File: src/rtl/keypad_matrix_emulator.sv
// Key-side model of a 4x4 keypad: plays each requested key as press bounce, hold,
// release bounce and gap, pulling the matching Row low while its Col is strobed.
module keypad_matrix_emulator #(
  parameter int unsigned CNT_W         = 24,
  parameter int unsigned BOUNCE_CYCLES = 50_000,
  parameter int unsigned BOUNCE_TOGGLE = 5_000,
  parameter int unsigned HOLD_CYCLES   = 10_000_000,
  parameter int unsigned GAP_CYCLES    = 1_000_000
) (
  input  logic       clk,
  input  logic       sys_rst_n,
  input  logic [3:0] key_code,
  input  logic       key_valid,
  output logic       key_ready,
  input  logic [3:0] Col,
  output logic [3:0] Row,
  output logic       busy,
  output logic       done
);

  typedef enum logic [2:0] {IDLE, BNC_P, HOLD, BNC_R, GAP} state_e;

  localparam logic [CNT_W-1:0] BNC_LAST  = CNT_W'(BOUNCE_CYCLES - 1);
  localparam logic [CNT_W-1:0] TOG_LAST  = CNT_W'(BOUNCE_TOGGLE - 1);
  localparam logic [CNT_W-1:0] HOLD_LAST = CNT_W'(HOLD_CYCLES - 1);
  localparam logic [CNT_W-1:0] GAP_LAST  = CNT_W'(GAP_CYCLES - 1);
  localparam bit               HAS_BNC   = (BOUNCE_CYCLES != 0);

  state_e           state_q, state_d;
  logic [CNT_W-1:0] cnt_q, cnt_d, tcnt_q, tcnt_d;
  logic             tog_q, tog_d;
  logic [3:0]       code_q, code_d;
  logic [3:0]       col_m_q, col_s_q;
  logic [3:0]       row_q, row_d;
  logic             rdy_q, rdy_d, busy_q, busy_d, done_q, done_d;
  logic             contact, in_bnc;
  logic [1:0]       csel, rsel;

  // Returns {c, r} for a key; Col/Row bit indices are the inverted values (3-c, 3-r).
  function automatic logic [3:0] key_map(input logic [3:0] k);
    case (k)
      4'h1: key_map = {2'd0, 2'd0};
      4'h4: key_map = {2'd0, 2'd1};
      4'h7: key_map = {2'd0, 2'd2};
      4'h0: key_map = {2'd0, 2'd3};
      4'h2: key_map = {2'd1, 2'd0};
      4'h5: key_map = {2'd1, 2'd1};
      4'h8: key_map = {2'd1, 2'd2};
      4'hF: key_map = {2'd1, 2'd3};
      4'h3: key_map = {2'd2, 2'd0};
      4'h6: key_map = {2'd2, 2'd1};
      4'h9: key_map = {2'd2, 2'd2};
      4'hE: key_map = {2'd2, 2'd3};
      4'hA: key_map = {2'd3, 2'd0};
      4'hB: key_map = {2'd3, 2'd1};
      4'hC: key_map = {2'd3, 2'd2};
      default: key_map = {2'd3, 2'd3};
    endcase
  endfunction

  always_comb begin
    state_d = state_q;
    cnt_d   = cnt_q + CNT_W'(1);
    tcnt_d  = tcnt_q;
    tog_d   = tog_q;
    code_d  = code_q;
    case (state_q)
      IDLE: begin
        cnt_d = '0;
        if (key_valid && rdy_q) begin
          code_d  = key_code;
          state_d = HAS_BNC ? BNC_P : HOLD;
        end
      end
      BNC_P:   if (cnt_q == BNC_LAST)  state_d = HOLD;
      HOLD:    if (cnt_q == HOLD_LAST) state_d = HAS_BNC ? BNC_R : GAP;
      BNC_R:   if (cnt_q == BNC_LAST)  state_d = GAP;
      GAP:     if (cnt_q == GAP_LAST)  state_d = IDLE;
      default: state_d = IDLE;
    endcase

    in_bnc = (state_q == BNC_P) || (state_q == BNC_R);
    if (state_d != state_q) begin
      cnt_d  = '0;
      tcnt_d = '0;
      tog_d  = 1'b1;
    end else if (in_bnc) begin
      if (tcnt_q == TOG_LAST) begin
        tcnt_d = '0;
        tog_d  = ~tog_q;
      end else begin
        tcnt_d = tcnt_q + CNT_W'(1);
      end
    end

    contact      = (state_q == HOLD) || (in_bnc && tog_q);
    {csel, rsel} = ~key_map(code_q);
    row_d        = 4'hF;
    row_d[rsel]  = ~(contact && !col_s_q[csel]);

    rdy_d  = (state_d == IDLE);
    busy_d = (state_d != IDLE);
    done_d = (state_q == GAP) && (state_d == IDLE);
  end

  always_ff @(posedge clk or negedge sys_rst_n) begin
    if (!sys_rst_n) begin
      state_q <= IDLE;
      cnt_q   <= '0;
      tcnt_q  <= '0;
      tog_q   <= 1'b0;
      code_q  <= '0;
      col_m_q <= 4'hF;
      col_s_q <= 4'hF;
      row_q   <= 4'hF;
      rdy_q   <= 1'b0;
      busy_q  <= 1'b0;
      done_q  <= 1'b0;
    end else begin
      state_q <= state_d;
      cnt_q   <= cnt_d;
      tcnt_q  <= tcnt_d;
      tog_q   <= tog_d;
      code_q  <= code_d;
      col_m_q <= Col;
      col_s_q <= col_m_q;
      row_q   <= row_d;
      rdy_q   <= rdy_d;
      busy_q  <= busy_d;
      done_q  <= done_d;
    end
  end

  assign key_ready = rdy_q;
  assign busy      = busy_q;
  assign done      = done_q;
  assign Row       = row_q;

endmodule
File: config.mk
export PLATFORM = sky130hd
export DESIGN_NAME = keypad_matrix_emulator
export DESIGN_NICKNAME = d
export VERILOG_FILES = /design/src/rtl/keypad_matrix_emulator.sv
export SDC_FILE = /design/constraint.sdc
export NUM_CORES = 1
export LEC_CHECK = 0
export CAP_MARGIN = 30
export CORE_ASPECT_RATIO = 0.75
export CORE_MARGIN = 1.5
export CORE_UTILIZATION = 60
export CTS_BUF_LIST = sky130_fd_sc_hd__clkbuf_4
export CTS_CLUSTER_DIAMETER = 60
export CTS_CLUSTER_SIZE = 28
export DETAILED_ROUTE_END_ITERATION = 16
export PLACE_DENSITY = 0.8
export REMOVE_ABC_BUFFERS = 1
export SYNTH_ARGS = -nofsm -noshare
export SYNTH_HDL_FRONTEND = slang
export SYNTH_SLANG_ARGS = --single-unit
File: constraint.sdc
create_clock -name clk -period 3.9 [get_ports clk]
set_input_delay 0.39 -clock clk [delete_from_list [all_inputs] [get_ports clk]]
set_output_delay 0.39 -clock clk [all_outputs]
set_load 0.005 [all_outputs]
### Yosys cells after proc, flatten, opt, wreduce, memory -nomap -nowiden

Memories as Yosys holds them, arrays and structs flattened.
Cells that the tools add are included.

| cells by class | value |
|---|---|
| add/sub/neg operators | 2 |
| $mul | 0 |
| div/mod/pow operators | 0 |
| magnitude comparators | 3 |
| eq/ne operators | 9 |
| shift operators | 0 |
| multiplexer cells | 18 |
| bitwise logic cells | 5 |
| reductions and logical operators | 15 |

Operators by type and width:

| operator | number |
|---|---|
| 24-bit 2-to-1 mux | 5 |
| 24-bit by 1-bit adder with 24-bit output (second input constant) | 2 |
| 24-bit by 13-bit == test with 1-bit output (second input constant) | 1 |
| 24-bit by 16-bit == test with 1-bit output (second input constant) | 1 |
| 24-bit by 20-bit == test with 1-bit output (second input constant) | 1 |
| 24-bit == test (second input constant) | 1 |
| 3-bit 2-to-1 mux | 5 |
| 3-bit case mux with 5 select lines | 1 |
| 4-bit NOT | 2 |
| 3-bit by 2-bit == test with 1-bit output (second input constant) | 2 |
| 3-bit zero test | 2 |
| 2-bit by 3-bit less-than comparator with 1-bit output (second input constant) | 2 |
| 1-bit logical AND | 5 |
| 1-bit 2-to-1 mux | 5 |
| 4-bit bitwise OR | 1 |
| 2-bit AND reduction | 2 |
| 2-bit nonzero test | 2 |
| 3-bit by 1-bit == test with 1-bit output (second input constant) | 1 |
| 3-bit == test (second input constant) | 1 |
| 3-bit != test | 1 |
| 3-bit nonzero test | 1 |
| 1-bit binary-select mux with 2-bit select | 1 |
| 1-bit demux with 2-bit select | 1 |
| 2-bit by 1-bit >= comparator with 1-bit output (second input constant) | 1 |
| other kinds (3) | 5 |

| word-level totals | value |
|---|---|
| flip-flop bits (word level) | 71 |
| latch bits | 0 |
| RAM bits | 0 |
| memory bits (read-only) | 64 |
| input port bits | 11 |
| output and inout bits | 7 |
| memories kept | 1 |

Memories:

| name | depth | bits a word | rd ports | clocked after Yosys merged registers in | wr ports | RTL line | text |
|---|---|---|---|---|---|---|---|
| (name not given) | 16 | 4 | 1 | 0 | 0 | 41 | `case (k)` |

### Longest topological paths before layout

Gate-level depths: netlist of run 1.
An unclocked memory read counts as a cell.

| logic depth | value |
|---|---|
| depth in word-level cells | 8 |
| mapped depth | 9 |
| gate-level depth less buffers | 7 |

### Least setup slack after synthesis of run 1

OpenSTA, ideal clock, no wires.

| path | value |
|---|---|
| path kind | register to register |
| from | reg cnt_q[0] |
| to | reg cnt_q[16] |
| library setup time | 0.119 ns |
| data arrival time | 2.084 ns |
| slack | 1.697 ns |
| cell stages (with the launch flop) | 9 |
| path buffers | 1 |
| period minus slack after synthesis | 2.203 ns |
| cells stage by stage | dfrtp_1 ha_1 nand3_1 or4_1 or4_1 a2bb2oi_1 o21a_1 buf_4 nor2_1 |

| on the way | value |
|---|---|
| cells in the longest elaborated chain, start to end | 5 |
| elaborated cells on any way between the ends | 12 |
| those cells by class | 1 x add/sub; 4 x eq/ne; 7 x mux |

RTL lines:

| element | RTL line | text |
|---|---|---|
| start: declaration | 30 | `logic [CNT_W-1:0] cnt_q, cnt_d, tcnt_q, tcnt_d;` |
| start signal: assignment | 121 | `cnt_q <= cnt_d;` |
| parallel branches: the longest is 4 deep, another holds 24-bit by 1-bit adder with 24-bit output | - |  |
| 24-bit 2-to-1 mux (*) | 83 | `if (state_d != state_q) begin` |
| net cnt_d[16] | 30 |  |

Mark *: on every way through the listed nets, which the timed path passes.
A chain may end at the register's enable or synchronous reset.

### Worst setup path after layout of run 1

| path | value |
|---|---|
| from | reg cnt_q[0] |
| to | reg cnt_q[3] |

The elaborated chain is that of the path after synthesis.

==> summary.txt, run 1 <==
Placement
  – Post-detail-place hpwl: 5040 µm
  – Routability cong.: 0.845
  – PortBufs: 17
  – Area after detailed placement: 3770 µm²

Timing
  – Relative max-transition margin: 0.424
  – Max-slew violation count: 0
  – Layout Skew: 0.0194 ns
  – Setup-violating endpoint count in the final report: 0
  – Highest clock rate: 344 MHz
  – Worst-margin pin slew: 0.856 ns
  – Unrepaired setup endpoints after global routing: false
  – Portion of the clock cycle consumed by the worst path in the final layout: 0.746
  – Minimum clock period after layout: 2.91 ns
  – Worst Hold Slack: 0.348 ns
  – Final hold violation count: 0
  – Total negative slack: 0 ns

Clock tree
  – Number of clock buffers inserted by TritonCTS: 9
  – Clock edge transition at the registers on the reported setup and hold paths: 0.12 ns
  – Root Buffer: clkbuf_4
  – Count of clock tree sinks: 71
  – TritonCTS clock tree: done
  – Latest clock arrival within the worst-skew pair: 0.43 ns
  – CTS H-Tree Depth: 3
  – Worst-case clock buffer depth: 2

Global route
  – GRT Util Overall: 0.253
  – Pin count of the biggest net entering global routing: 29
  – Initial antenna violation count: 0
  – Total grt overflow: 0
  – First-pass GRT wire length: 12500 µm
  – Vias in the first global route: 2615

Critical path
  – Required time reported for the critical path endpoint: 4.16 ns
  – Kind of critical path: flip-flop to flip-flop
  – Crit-path max FO: 24
  – Worst setup SP type: flip-flop
  – Number of cells traversed by the worst register-to-register path: 8
  – Data arrival time of the worst path: 3.17 ns
  – Nature of the critical path endpoint: flip-flop

Floorplanning
  – Floorplan Core Area: 5770 µm²
  – Die area: 6400 µm²
  – Chip height: 69.6 µm
  – Overall die width: 91.8 µm
  – Effective utilization at floorplan: 0.616
  – Row Count: 24
  – IO Pins: 18

Logic synthesis
  – Flip-flop and latch count after synthesis: 71
  – Yosys warning total: 0
  – Number of flops mapped to enable cells by yosys: 0
  – Gate count after technology mapping: 358
  – Netlist Area Pre-Place: 3550 µm²
  – Share of flip-flops with an asynchronous set or reset: 1.00
  – Post-synthesis area per instance: 9.92 µm²
  – Sequential element share of the synthesized area: 0.504
  – Top FF cell, synth: dfrtp_1
  – Number of distinct library cells after synthesis: 52

Finish
  – Commonest cells after routing, fill and taps aside: nor2_1, dfrtp_1, nand2_1, xor2_1, xnor2_1
  – Final net count: 387
  – Total inserted antenna cells: 0
  – Most frequent standard cell in the layout excluding fill and tap cells: nor2_1
  – Share of cells above drive strength 1: 0.111
  – Final cell utilization of the core: 0.680
  – Area growth from synthesis to final layout: 10.4%
  – Post-route design area: 3920 µm²

Routing
  – 1st-iter DRT viols: 190
  – Post-detailed-route wirelength per cell: 16.1 µm
  – Vias after detailed routing: 2733
  – Number of DRC violations after detailed routing: 0
  – Remaining antenna violation count after routing: 0
  – Final wirelength: 7350 µm
  – Vias/cell: 5.98
  – Total iterations of the first detailed-routing run: 5

Power and ir drop
  – Leakage dissipation: 0.00167 µW
  – Overall power consumption: 1250 µW
  – Power per cell area: 318 nW/µm²
  – Peak VDD IR: 180 µV

Worst hold path
  – Class of the tightest hold or removal check: input pin to flip-flop
  – Worst Hold Path Cells: 1

Job
  – Count of max-cap constraint violations: 0

Run status
  – Outcome: finished clean
[kinds of logic (layout without fill, tap and decap cells)]
group / Yosys count / after routing / synth area share
simple gates: 164 / 164 / 0.239
flops: 71 / 71 / 0.504
compound gates: 53 / 53 / 0.104
xor+xnor: 42 / 42 / 0.104
buf+inv: 22 / 43 / 0.0289
mux: 4 / 4 / 0.0127
fa+ha+maj: 2 / 2 / 0.00704
[worst max-delay path: stages (launching register included)]
cell and delay, ns:
dfrtp_1 0.39, ha_1 0.22, nand4_1 0.20, or2_2 0.39, nor4_4 0.25, buf_4 0.28, a2bb2oi_1 0.20, o21a_1 0.67
nor2_1 0.14
[cells in the mapped netlist, types with 2 or more instances]
cell type  number  area [µm²]
and2_1          2        12.5
dfstp_2        12         315
or4_1           4        30.0
buf_2           4        20.0
mux2_2          4        45.0
a211oi_1        2        15.0
dfrtp_1        59        1480
or3_1           8        50.1
a31oi_1         3        18.8
xnor2_1        18         158
and4_1          4        35.0
nor4_1          6        37.5
clkbuf_1        7        26.3
nor4b_1         4        35.0
inv_1           6        22.5
o22ai_1         2        12.5
nor3_1          3        15.0
o211ai_1        6        45.0
o21ai_0        15        75.1
or2_2           2        12.5
o2111ai_1       7        61.3
nor2b_1         2        12.5
a21oi_1         8        40.0
and3_1         12        75.1
nor2_1         60         225
nand3_1        13        65.1
nand4_1         6        37.5
ha_1            2        25.0
nand2_1        27         101
nor3b_1         2        15.0
buf_4           4        30.0
xor2_1         24         210
[layout make-up]
type	count	area [µm²]
clock buffers	11	82.6
repair buffers	21	210
clock inverters	5	57.6
inverters	6	22.5
well taps	78	97.6
fillers	442	1850
flip-flops and latches	71	1790
multi-input cells	265	1660
[power by group]
part / internal [µW] / switching (µW)
combinational: 13.3 / 17.6
clock: 210 / 260
sequential: 744 / 1.49
[state kept, by name, indices dropped and copies added (netlist names)]
name / flops
Row: 4
done: 1
code_q: 4
col_s_q: 4
cnt_q: 24
state_q: 3
tcnt_q: 24
col_m_q: 4
key_ready: 1
tog_q: 1
busy: 1
[path summary, 6_finish.rpt]
kind	start	to	slack, ns
setup / recovery	cnt_q[0]	cnt_q[3]	0.99
hold / removal	Col[1]	col_m_q[1]	0.35
setup reg to reg	cnt_q[0]	cnt_q[3]	0.99
hold reg to reg	col_m_q[2]	col_s_q[2]	0.36
max in group asynchronous	sys_rst_n	Row[2]	2.69
min in group asynchronous	sys_rst_n	tog_q	0.46
[metal layers]
| metal | GRT usage | wire, µm |
|---|---|---|
| met5 | 0 | 0 |
| met4 | 0.0906 | 108 |
| met3 | 0.0833 | 538 |
| met2 | 0.374 | 3360 |
| met1 | 0.349 | 3340 |
[what timing repair did]
item                                   4_1_cts  5_1_grt
setup endpoints to repair                    0        0
endpoints found under the hold margin       17        0
resized for setup                            0        0
buffers inserted                             0        0
hold buffers                                 1        0
[stage by stage]
step,cells,setup slack [ns]
after global placement,439,1.09
after detailed placement,440,0.979
final,457,0.990
after CTS,457,0.967
after global routing,457,0.707
after floorplan,342,1.20
(Power assumes the default switching activity.)
==> inputs of run 2 (changes only) <==
--- a/config.mk
+++ b/config.mk
@@ -8,12 +8,12 @@
 export CAP_MARGIN = 30
 export CORE_ASPECT_RATIO = 0.75
 export CORE_MARGIN = 1.5
-export CORE_UTILIZATION = 60
+export CORE_UTILIZATION = 56
 export CTS_BUF_LIST = sky130_fd_sc_hd__clkbuf_4
 export CTS_CLUSTER_DIAMETER = 60
 export CTS_CLUSTER_SIZE = 28
 export DETAILED_ROUTE_END_ITERATION = 16
-export PLACE_DENSITY = 0.8
+export PLACE_DENSITY = 0.78
 export REMOVE_ABC_BUFFERS = 1
 export SYNTH_ARGS = -nofsm -noshare
 export SYNTH_HDL_FRONTEND = slang
==> constraint.sdc (replaced) <==
create_clock -name clk -period 2.4 [get_ports clk]
set_input_delay 0.24 -clock clk [delete_from_list [all_inputs] [get_ports clk]]
set_output_delay 0.24 -clock clk [all_outputs]
set_load 0.005 [all_outputs]
==> summary.txt, run 2 (synthesis results as in run 1) <==
Critical path
  – Top cell family by delay on the critical path: simple AND/OR/NAND/NOR gates
  – Max incr delay on CP: 0.63 ns (-0.04 ns)
  – Critical-path cell with the highest stage delay: or4_4
  – Nature of the critical path endpoint: flip-flop
  – Count of buffer and inverter cells on the critical path: 1 (unchanged)
  – Kind of critical path: flip-flop to flip-flop
  – Worst setup SP type: flip-flop
  – Data arrival time of the worst path: 2.75 ns (-0.42 ns)
  – Crit-path max FO: 12 (-50%)
  – Required time reported for the critical path endpoint: 2.72 ns (-1.44 ns)
  – Sequence of cells on the critical path: nor4_4 > nand4b_1 > or4_4 > a2bb2oi_2 > o21a_2 > clkbuf_16 > nor2_1

Power and ir drop
  – Power share of the combinational group: 0.022 (-0.003)
  – Reported net switching power: 461 µW (+65%)
  – Share of total power consumed by net switching: 0.215 (-0.00846)
  – Leakage dissipation: 0.00185 µW (+11%)
  – Sequential cell fraction of total power: 0.567 (-0.031)
  – Pint: 1680 µW (+74%)
  – Peak VDD IR: 403 µV (+120%)
  – Part of the total power dissipated in the clock network: 0.411 (+0.034)
  – Power per cell area: 501 nW/µm² (+57%)

Clock tree
  – Latest clock arrival within the worst-skew pair: 0.42 ns (about the same)
  – Clock edge transition at the registers on the reported setup and hold paths: 0.11 ns (about the same)
  – CTS H-Tree Depth: 3 (unchanged)
  – Root Buffer: clkbuf_4
  – Count of clock tree sinks: 71 (unchanged)
  – Number of clock buffers inserted by TritonCTS: 9 (unchanged)
  – TritonCTS clock tree: done
  – Worst-case clock buffer depth: 2 (unchanged)

Floorplanning
  – Row Count: 24 (unchanged)
  – Effective utilization at floorplan: 0.594 (-0.0217)
  – IO Pins: 18 (unchanged)
  – Floorplan Core Area: 5980 µm² (+3.6%)
  – Die area: 6840 µm² (+6.9%)
  – Overall die width: 95.0 µm (+3.4%)
  – Chip height: 72.0 µm (+3.4%)

Timing
  – Minimum clock period after layout: 2.43 ns (-0.480 ns)
  – Setup-violating endpoint count in the final report: 22 (+22)
  – Highest clock rate: 411 MHz (+20%)
  – Relative max-transition margin: 0.637 (+0.213)
  – Worst-margin pin slew: 0.545 ns (-0.311 ns)
  – Final hold violation count: 0 (unchanged)
  – Portion of the clock cycle consumed by the worst path in the final layout: 1.01 (+0.266)
  – Max-slew violation count: 0 (unchanged)
  – Layout Skew: 0.0109 ns (-0.00854 ns)
  – Unrepaired setup endpoints after global routing: true
  – Worst Hold Slack: 0.216 ns (-0.132 ns)
  – Final setup slack of the worst path: -0.0303 ns (-1.02 ns)

Run status
  – Violated checks: setup timing
  – Outcome: finished with violations

Global route
  – Vias in the first global route: 2671 (+2.1%)
  – First-pass GRT wire length: 12900 µm (+2.8%)
  – GRT Util Overall: 0.246 (-0.00712)
  – Total grt overflow: 0 (unchanged)
  – Initial antenna violation count: 0 (unchanged)
  – Pin count of the biggest net entering global routing: 49 (+69%)

Placement
  – Cells after DPL: 454 (+3.2%)
  – Post-detail-place hpwl: 5040 µm (about the same)
  – PortBufs: 17 (unchanged)
  – Routability cong.: 0.837 (-0.96%)

Routing
  – Total iterations of the first detailed-routing run: 4 (-1)
  – Post-detailed-route wirelength per cell: 16.1 µm (about the same)
  – Number of DRC violations after detailed routing: 0 (unchanged)
  – Remaining antenna violation count after routing: 0 (unchanged)
  – Vias/cell: 5.84 (-2.4%)
  – Vias after detailed routing: 2832 (+3.6%)
  – Final wirelength: 7810 µm (+6.2%)
  – 1st-iter DRT viols: 259 (+36%)

Finish
  – Most frequent standard cell in the layout excluding fill and tap cells: nor2_1
  – Total inserted antenna cells: 0 (unchanged)
  – Largest regs: cnt_q x24, tcnt_q x24
  – Share of cells above drive strength 1: 0.201 (+0.0907)
  – Area growth from synthesis to final layout: 20.3%
  – Final cell utilization of the core: 0.715 (+0.0351)
  – Commonest cells after routing, fill and taps aside: nor2_1, dfrtp_1, nand2_1, buf_4, xor2_1
  – Count of placed standard cells in the final layout, fillers left out: 485 (+6.1%)
  – Final net count: 415 (+7.2%)

Worst hold path
  – Class of the tightest hold or removal check: input pin to flip-flop

Job
  – Count of max-cap constraint violations: 0 (unchanged)
## run 2: changes by cell type in the layout (fill, tap and decap cells not counted), sizes merged
cell | previous run | this run
buf | 4 | 31
clkinvlp | 2 | 0
clkbuf | 11 | 12
clkinv | 1 | 2
bufinv | 1 | 2
## run 2: cell type report
| cell class | count | area [µm²] |
|---|---|---|
| Fill cell | 423 | 1700 |
| Timing Repair Buffer | 49 | 470 |
| Clock buffer | 11 | 82.6 |
| Inverter | 6 | 22.5 |
| Sequential cell | 71 | 1800 |
| Clock inverter | 5 | 81.3 |
| Multi-Input combinational cell | 265 | 1720 |
| Tap cell | 78 | 97.6 |
## run 2: worst paths after layout
check	cells past startpoint	to	slack, ns	from
setup / recovery	7	cnt_q[16]	-0.03	cnt_q[21]
hold / removal	1	col_m_q[3]	0.22	Col[3]
setup reg to reg	7	cnt_q[16]	-0.03	cnt_q[21]
hold reg to reg	0	col_s_q[1]	0.35	col_m_q[1]
max in group asynchronous	3	col_s_q[3]	1.38	sys_rst_n
min in group asynchronous	2	code_q[1]	0.33	sys_rst_n
## run 2: repair_timing
item | 4_1_cts | 5_1_grt
endpoints found under the hold margin | 19 | 0
buffers inserted | 1 | 12
gates cloned | 0 | 1
pin swaps | 1 | 3
setup endpoints to repair | 25 | 47
resized for setup | 4 | 13
hold buffers | 1 | 0
## run 2: layer usage
layer  vias to the layer above  global-route usage  share of wire
li1                       1355                   -              -
met3                         9              0.0713          0.064
met4                         0              0.0580          0.011
met2                       116               0.360           0.45
met5                         -                   0              0
met1                      1352               0.362           0.48
## run 2: per-stage QoR
step           TNS [ns]  cell area [µm²]  power [µW]  setup slack [ns]
2_1_floorplan    -10.90             3470        1240            -0.296
3_3_place_gp          0             3900        1280            0.0741
3_5_place_dp      -2.31             3900        1280            -0.103
4_1_cts               0             4100        2160          0.000119
5_1_grt           -1.62             4270        2220           -0.0716
6_report         -0.391             4270        2140           -0.0303
## run 2: worst register-to-register path, stage by stage, from the launching register on
cell and delay [ns]:
dfrtp_2 0.46, nor4_4 0.30, nand4b_1 0.31, or4_4 0.63, a2bb2oi_2 0.19, o21a_2 0.21, clkbuf_16 0.18, nor2_1 0.05
## run 2: power groups by stage
| stage | clock network, µW | registers (µW) | logic [µW] |
|---|---|---|---|
| detailed placement | 0 | 1230 | 48.8 |
| finish | 879 | 1210 | 47.9 |
| global route | 954 | 1210 | 55.3 |
| floorplan | 0 | 1230 | 2.54 |
| global placement | 0 | 1230 | 48.5 |
| CTS | 895 | 1210 | 50.2 |
==> inputs of run 3 (changes only) <==
--- a/config.mk
+++ b/config.mk
@@ -15,6 +15,7 @@
 export DETAILED_ROUTE_END_ITERATION = 16
 export PLACE_DENSITY = 0.78
 export REMOVE_ABC_BUFFERS = 1
+export SLEW_MARGIN = 20
 export SYNTH_ARGS = -nofsm -noshare
 export SYNTH_HDL_FRONTEND = slang
 export SYNTH_SLANG_ARGS = --single-unit
==> results of run 3 <==
The final DEF is identical to that of run 2; final timing and power are the same.
